### src/rtl/alu_pkg.sv
// rtl/alu_pkg.sv - shared opcode, state and command definitions for the ALU operand driver
package alu_pkg;

  localparam int DW = 8;

  typedef enum logic [2:0] {
    OP_NOT = 3'd0,
    OP_ADD = 3'd1,
    OP_SUB = 3'd2,
    OP_DIV = 3'd3,
    OP_MOD = 3'd4,
    OP_AND = 3'd5,
    OP_OR  = 3'd6,
    OP_XOR = 3'd7
  } opcode_e;

  typedef enum logic [1:0] {
    IDLE  = 2'd0,
    ISSUE = 2'd1,
    RESP  = 2'd2
  } drv_state_e;

  typedef struct packed {
    opcode_e       op;
    logic [DW-1:0] a;
    logic [DW-1:0] b;
  } cmd_t;

  // Division and modulo by zero are trapped here and never reach the ALU.
  function automatic logic is_div_zero(cmd_t c);
    return ((c.op == OP_DIV) || (c.op == OP_MOD)) && (c.b == '0);
  endfunction

endpackage

### src/rtl/alu_cmd_fifo.sv
// rtl/alu_cmd_fifo.sv - synchronous command FIFO with occupancy count
module alu_cmd_fifo
  import alu_pkg::*;
#(
  parameter int DEPTH = 4
) (
  input  logic                       clk_i,
  input  logic                       arst_n,
  input  cmd_t                       wr_data,
  input  logic                       wr_valid,
  output logic                       wr_ready,
  output cmd_t                       rd_data,
  output logic                       rd_valid,
  input  logic                       rd_en,
  output logic [$clog2(DEPTH+1)-1:0] count
);

  localparam int AW = $clog2(DEPTH);
  localparam int CW = $clog2(DEPTH + 1);

  cmd_t          mem [DEPTH];
  logic [AW-1:0] wr_ptr;
  logic [AW-1:0] rd_ptr;
  logic          push;
  logic          pop;

  // Full refuses a push even if a pop frees a slot in the same cycle.
  assign wr_ready = (count != CW'(DEPTH));
  assign rd_valid = (count != '0);
  assign push     = wr_valid & wr_ready;
  assign pop      = rd_en & rd_valid;
  assign rd_data  = mem[rd_ptr];

  always_ff @(posedge clk_i) begin
    if (push) begin
      mem[wr_ptr] <= wr_data;
    end
  end

  always_ff @(posedge clk_i or negedge arst_n) begin
    if (!arst_n) begin
      wr_ptr <= '0;
      rd_ptr <= '0;
      count  <= '0;
    end else begin
      if (push) wr_ptr <= wr_ptr + 1'b1;
      if (pop)  rd_ptr <= rd_ptr + 1'b1;
      case ({push, pop})
        2'b10:   count <= count + 1'b1;
        2'b01:   count <= count - 1'b1;
        default: count <= count;
      endcase
    end
  end

endmodule

### src/rtl/alu_op_driver.sv
// rtl/alu_op_driver.sv - buffers {op,A,B} commands and issues them to the ALU on three channels
module alu_op_driver
  import alu_pkg::*;
#(
  parameter int DATA_IN_WIDTH = DW,
  parameter int CMD_DEPTH     = 4
) (
  input  logic                           clk_i,
  input  logic                           arst_n,
  input  logic [DATA_IN_WIDTH-1:0]       cmd_a,
  input  logic [DATA_IN_WIDTH-1:0]       cmd_b,
  input  logic [2:0]                     cmd_op,
  input  logic                           cmd_valid,
  output logic                           cmd_ready,
  output logic [DATA_IN_WIDTH-1:0]       alu_a,
  output logic                           alu_a_valid,
  input  logic                           alu_a_ready,
  output logic [DATA_IN_WIDTH-1:0]       alu_b,
  output logic                           alu_b_valid,
  input  logic                           alu_b_ready,
  output logic [2:0]                     alu_op,
  output logic                           alu_op_valid,
  input  logic                           alu_op_ready,
  input  logic [DATA_IN_WIDTH:0]         alu_out,
  input  logic                           alu_out_valid,
  output logic                           alu_out_ready,
  output logic [DATA_IN_WIDTH:0]         res_data,
  output logic                           res_err,
  output logic                           res_valid,
  input  logic                           res_ready,
  output logic [$clog2(CMD_DEPTH+1)-1:0] cmd_count,
  output logic                           busy
);

  drv_state_e state, state_n;
  cmd_t       cmd_in;
  cmd_t       head;
  cmd_t       iss;
  logic       head_valid;
  logic       pop;
  logic       a_done, b_done, op_done, out_done;
  logic       all_done;

  assign cmd_in = '{op: opcode_e'(cmd_op), a: cmd_a, b: cmd_b};

  alu_cmd_fifo #(
    .DEPTH(CMD_DEPTH)
  ) u_fifo (
    .clk_i    (clk_i),
    .arst_n   (arst_n),
    .wr_data  (cmd_in),
    .wr_valid (cmd_valid),
    .wr_ready (cmd_ready),
    .rd_data  (head),
    .rd_valid (head_valid),
    .rd_en    (pop),
    .count    (cmd_count)
  );

  assign alu_a  = iss.a;
  assign alu_b  = iss.b;
  assign alu_op = iss.op;
  assign busy   = (state != IDLE) | head_valid;

  // In ISSUE each valid is ~done, so "done or handshaking now" reduces to done | ready.
  assign all_done = (a_done | alu_a_ready) & (b_done | alu_b_ready) &
                    (op_done | alu_op_ready) & (out_done | alu_out_valid);

  always_ff @(posedge clk_i or negedge arst_n) begin
    if (!arst_n) state <= IDLE;
    else         state <= state_n;
  end

  always_comb begin
    state_n       = state;
    pop           = 1'b0;
    alu_a_valid   = 1'b0;
    alu_b_valid   = 1'b0;
    alu_op_valid  = 1'b0;
    alu_out_ready = 1'b0;
    res_valid     = 1'b0;
    case (state)
      IDLE: begin
        if (head_valid) begin
          pop     = 1'b1;
          state_n = is_div_zero(head) ? RESP : ISSUE;
        end
      end
      ISSUE: begin
        alu_a_valid   = ~a_done;
        alu_b_valid   = ~b_done;
        alu_op_valid  = ~op_done;
        alu_out_ready = ~out_done;
        if (all_done) state_n = RESP;
      end
      RESP: begin
        res_valid = 1'b1;
        if (res_ready) state_n = IDLE;
      end
      default: state_n = IDLE;
    endcase
  end

  always_ff @(posedge clk_i or negedge arst_n) begin
    if (!arst_n) begin
      iss      <= '0;
      a_done   <= 1'b0;
      b_done   <= 1'b0;
      op_done  <= 1'b0;
      out_done <= 1'b0;
      res_data <= '0;
      res_err  <= 1'b0;
    end else if (state == IDLE && head_valid) begin
      iss <= head;
      if (is_div_zero(head)) begin
        res_data <= '0;
        res_err  <= 1'b1;
      end else begin
        a_done   <= 1'b0;
        b_done   <= 1'b0;
        op_done  <= 1'b0;
        out_done <= 1'b0;
      end
    end else if (state == ISSUE) begin
      if (alu_a_valid & alu_a_ready)   a_done  <= 1'b1;
      if (alu_b_valid & alu_b_ready)   b_done  <= 1'b1;
      if (alu_op_valid & alu_op_ready) op_done <= 1'b1;
      if (alu_out_valid & alu_out_ready) begin
        out_done <= 1'b1;
        res_data <= alu_out;
        res_err  <= 1'b0;
      end
    end
  end

endmodule

### config.mk
export PLATFORM = sky130hd
export DESIGN_NAME = alu_op_driver
export DESIGN_NICKNAME = d
export VERILOG_FILES = /design/src/rtl/alu_pkg.sv /design/src/rtl/alu_cmd_fifo.sv /design/src/rtl/alu_op_driver.sv
export SDC_FILE = /design/constraint.sdc
export NUM_CORES = 1
export LEC_CHECK = 0
export CAP_MARGIN = 20
export CORE_AREA = 2 2 113 82
export DETAILED_ROUTE_END_ITERATION = 12
export DIE_AREA = 0 0 115 84
export PLACE_DENSITY = 0.8
export SLEW_MARGIN = 20
export SYNTH_ARGS = -nofsm -noshare
export SYNTH_HDL_FRONTEND = slang
export SYNTH_SLANG_ARGS = --single-unit
export TNS_END_PERCENT = 20
### constraint.sdc
create_clock -name clk_i -period 6.49 [get_ports clk_i]
set_input_delay 0.649 -clock clk_i [delete_from_list [all_inputs] [get_ports clk_i]]
set_output_delay 0.649 -clock clk_i [all_outputs]
set_load 0.01 [all_outputs]
==> summary.txt <==
Finish
  • Layout area overhead: 30.7%
  • Core Util, Final: 0.690
  • Finished layout cell area: 6000 um2
  • Layout Cells excl Fill: 500
  • Final nets: about 420
  • Diodes inserted: 0
  • Fraction of layout cells with a size suffix above 1: 0.120

Synthesis
  • Yosys top cell by area: edfxtp_1
  • Register area share after synthesis: 0.725
  • Number of synthesized register bits: 118
  • Cell Area, Synth: 4600 um2
  • Synth Instances: about 290
  • Mean Syn Cell Area: between 15 and 20 um2
  • Top cells by area, synth: edfxtp_1 50%, dfrtp_1 23%, mux4_2 6.9%
  • Syn Nets: around 340
  • Synth Warn #: 0
  • Top cell type's share of synthesized area: 0.497
  • Yosys cell types: 37

Timing
  • Max Transition Viols Final: 0
  • Max-slew headroom: 0.266
  • Finish-stage setup viols: 0
  • Max frequency: around 300 MHz
  • Worst Skew: about 11 ps
  • Fin crit period: approximately 3400 ps
  • Worst slew pin tran: between 1000 and 1500 ps
  • Final worst-path cycle share: 0.522
  • Setup TNS Final: 0 ps
  • Final Hold Fails: 0
  • RSZ-0062 raised after global routing: false

Routing
  • Initial DRC Count: between 200 and 300
  • DR DRC count: 0
  • WL per Instance: ~19 um
  • Vias per Instance: ~5.5
  • ANT nets after route: 0
  • Via count: roughly 2.7k
  • DRT Pass-1 Iters: 4
  • Final wirelength: approximately 9.3 mm

Clock network
  • # Post-CTS Setup Buffers: 0
  • Worst skew pair latency: roughly 410 ps
  • CTS clock-pin slew for the worst setup and hold paths: roughly 50 ps
  • Clk sinks: between 100 and 150
  • Hold_buf cts: 0
  • CTS Buf Count: 17
  • Clock buffer depth: 2
  • Post-CTS sizing: 0
  • CTS H-tree lvls: 4
  • CTS tree: yes
  • Root Driver: clkbuf_16

Setup path
  • Worst setup path class: reg2reg
  • Type of origin of the critical path: register
  • CP required: approximately 6800 ps
  • Crit path largest cell delay: about 870 ps
  • Critical Path AT: 3710 ps
  • Critical Path Slowest Stage Cell: a2111oi_2
  • Worst path cell trace: buf_4 -> mux4_1 -> or4_1 -> a2111oi_2 -> a221o_1
  • R2r worst-path depth: 5
  • Max FO, Critical Path: 11
  • Worst Setup End Kind: register

Global route
  • Largest net degree at the start of global routing: 43
  • Antenna violations before repair: 0
  • Global Route Usage Sum: 0.210
  • GR Overflow Total: 0
  • First-pass GRT wire length: between 10 and 15 mm
  • Vias in the first global route: 2814

Die
  • Core Area: 8710 um2
  • Die width: 115 um
  • Die area: 9660 um2
  • Starting Density: 0.528
  • Rows: 29
  • IO Count: between 70 and 80
  • Die Y-Extent: between 80 and 90 um

Outcome
  • Run status: finished clean

Placed design
  • Placement Cell Area: around 5400 um2
  • Port Buffers: between 70 and 80
  • GPL Wtd Cong: ~0.75
  • DP Cell Count: 468
  • Hpwl dp: between 5 and 6 mm

Pwr
  • Maximum VDD drop: between 0.2 and 0.25 mV
  • Pleak: 0.00235 uW
  • Pwr Density: 517 nW/um2
  • Tot Pwr: around 3100 uW

Hold path
  • Hold WC Path Type: in2async

Flow run
  • Max_cap viols: 0
## synth_stat cells
library cell  count
ha_1              5
nor3b_1           1
and2_1            2
buf_1             4
or3b_1            1
dfrtp_1          42
xnor2_1           4
a21o_1            1
nor3_1            1
o2bb2ai_1         1
nand2b_1          2
clkbuf_1          4
nand2_1          78
clkinv_1          1
mux4_2           14
mux2i_1           1
nor2_1            7
buf_4             1
nand3_1           1
inv_1             7
mux2_2            1
a221o_1           1
nand3b_1          1
a21oi_1          13
o22ai_1           2
fa_1              1
xor2_1            2
nor2b_1           2
a2111oi_2         1
edfxtp_1         76
buf_6             1
a31oi_1           3
mux4_1            5
or4_1             1
and3_1            4
a211o_1           1
or4_4             1
## worst max-delay path: cells and delay by family (launching register included)
kind	cells	cell delay (ps)
and+or+nand+nor	1	470
buffers and inverters	1	360
AOI/OAI and AO/OA	2	1100
muxes	1	620
DFF	1	750
## cells in the final DEF (no fill, tap or decap), drive strengths merged, types with 3 or more instances in the layout
cell type      count
dfrtp             42
bufinv             3
edfxtp            76
nand2             78
clkbuf            20
nor2               7
mux4              19
and3               4
clkinv             9
inv                7
xnor2              4
buf                3
a21oi             13
ha                 5
a31oi              3
clkdlybuf4s50     73
## through the flow
step	hold slack, ps	setup slack [ps]
floorplan	353	4250
global placement	459	3170
detailed placement	464	3080
CTS	423	3060
global route	463	2880
finish	396	3100
## report_power, final
| group | leakage (uW) | switching [uW] | internal, uW | total [uW] |
|---|---|---|---|---|
| registers | 0.00121 | 152 | 1050 | 1200 |
| logic | 0.000854 | 503 | 499 | 1000 |
| clock network | 0.000282 | 308 | 595 | 903 |
| total | 0.00235 | 962 | 2140 | 3100 |
## state kept, by name, indices dropped and copies added, names as in the netlist, 3 cells and up
register and flops:
u_fifo.count 3, alu_b 8, res_data 9, u_fifo.mem 76, alu_op 3, alu_a 8
## area by class of cell
class / instances / area, um2
flip-flops and latches: 118 / 3330
fillers: 580 / 2700
multi-input cells: 158 / 1180
repair buffers: 76 / 751
clock buffers: 20 / 437
clock inverters: 12 / 135
well taps: 108 / 135
inverters: 8 / 30.0
## per-layer routing
metal,GRT usage,share of wire,up-vias
met5,0,0,-
met4,0.0646,0.0040,0
met3,0.0741,0.059,6
met2,0.327,0.49,100
met1,0.282,0.45,1372
li1,-,-,1251
## path summary, 6_finish.rpt
path	endpoint	from	slack, ps
min in group clk_i	alu_b[5]$_DFFE_PN0P_	alu_b[5]$_DFFE_PN0P_	480
max in group asynchronous	alu_a[6]$_DFFE_PN0P_	arst_n	5490
worst max register to register	state[1]$_DFFE_PN0P_	u_fifo.rd_ptr[0]$_DFFE_PN0P_	3100
worst min-delay path	alu_op[2]$_DFFE_PN0P_	arst_n	400
worst max-delay path	state[1]$_DFFE_PN0P_	u_fifo.rd_ptr[0]$_DFFE_PN0P_	3100
worst min register to register	alu_b[5]$_DFFE_PN0P_	alu_b[5]$_DFFE_PN0P_	480
## kinds of logic after synthesis
| kind of cell | share of synthesized area |
|---|---|
| flip-flops | 0.725 |
| AND/OR/NAND/NOR | 0.0945 |
| AO/OA/AOI/OAI | 0.0319 |
| multiplexers | 0.102 |
| buffers and inverters | 0.0172 |
| XOR/XNOR | 0.0114 |
| adder cells (fa/ha/maj) | 0.0180 |
No activity file was read; power rests on OpenSTA's default activity.
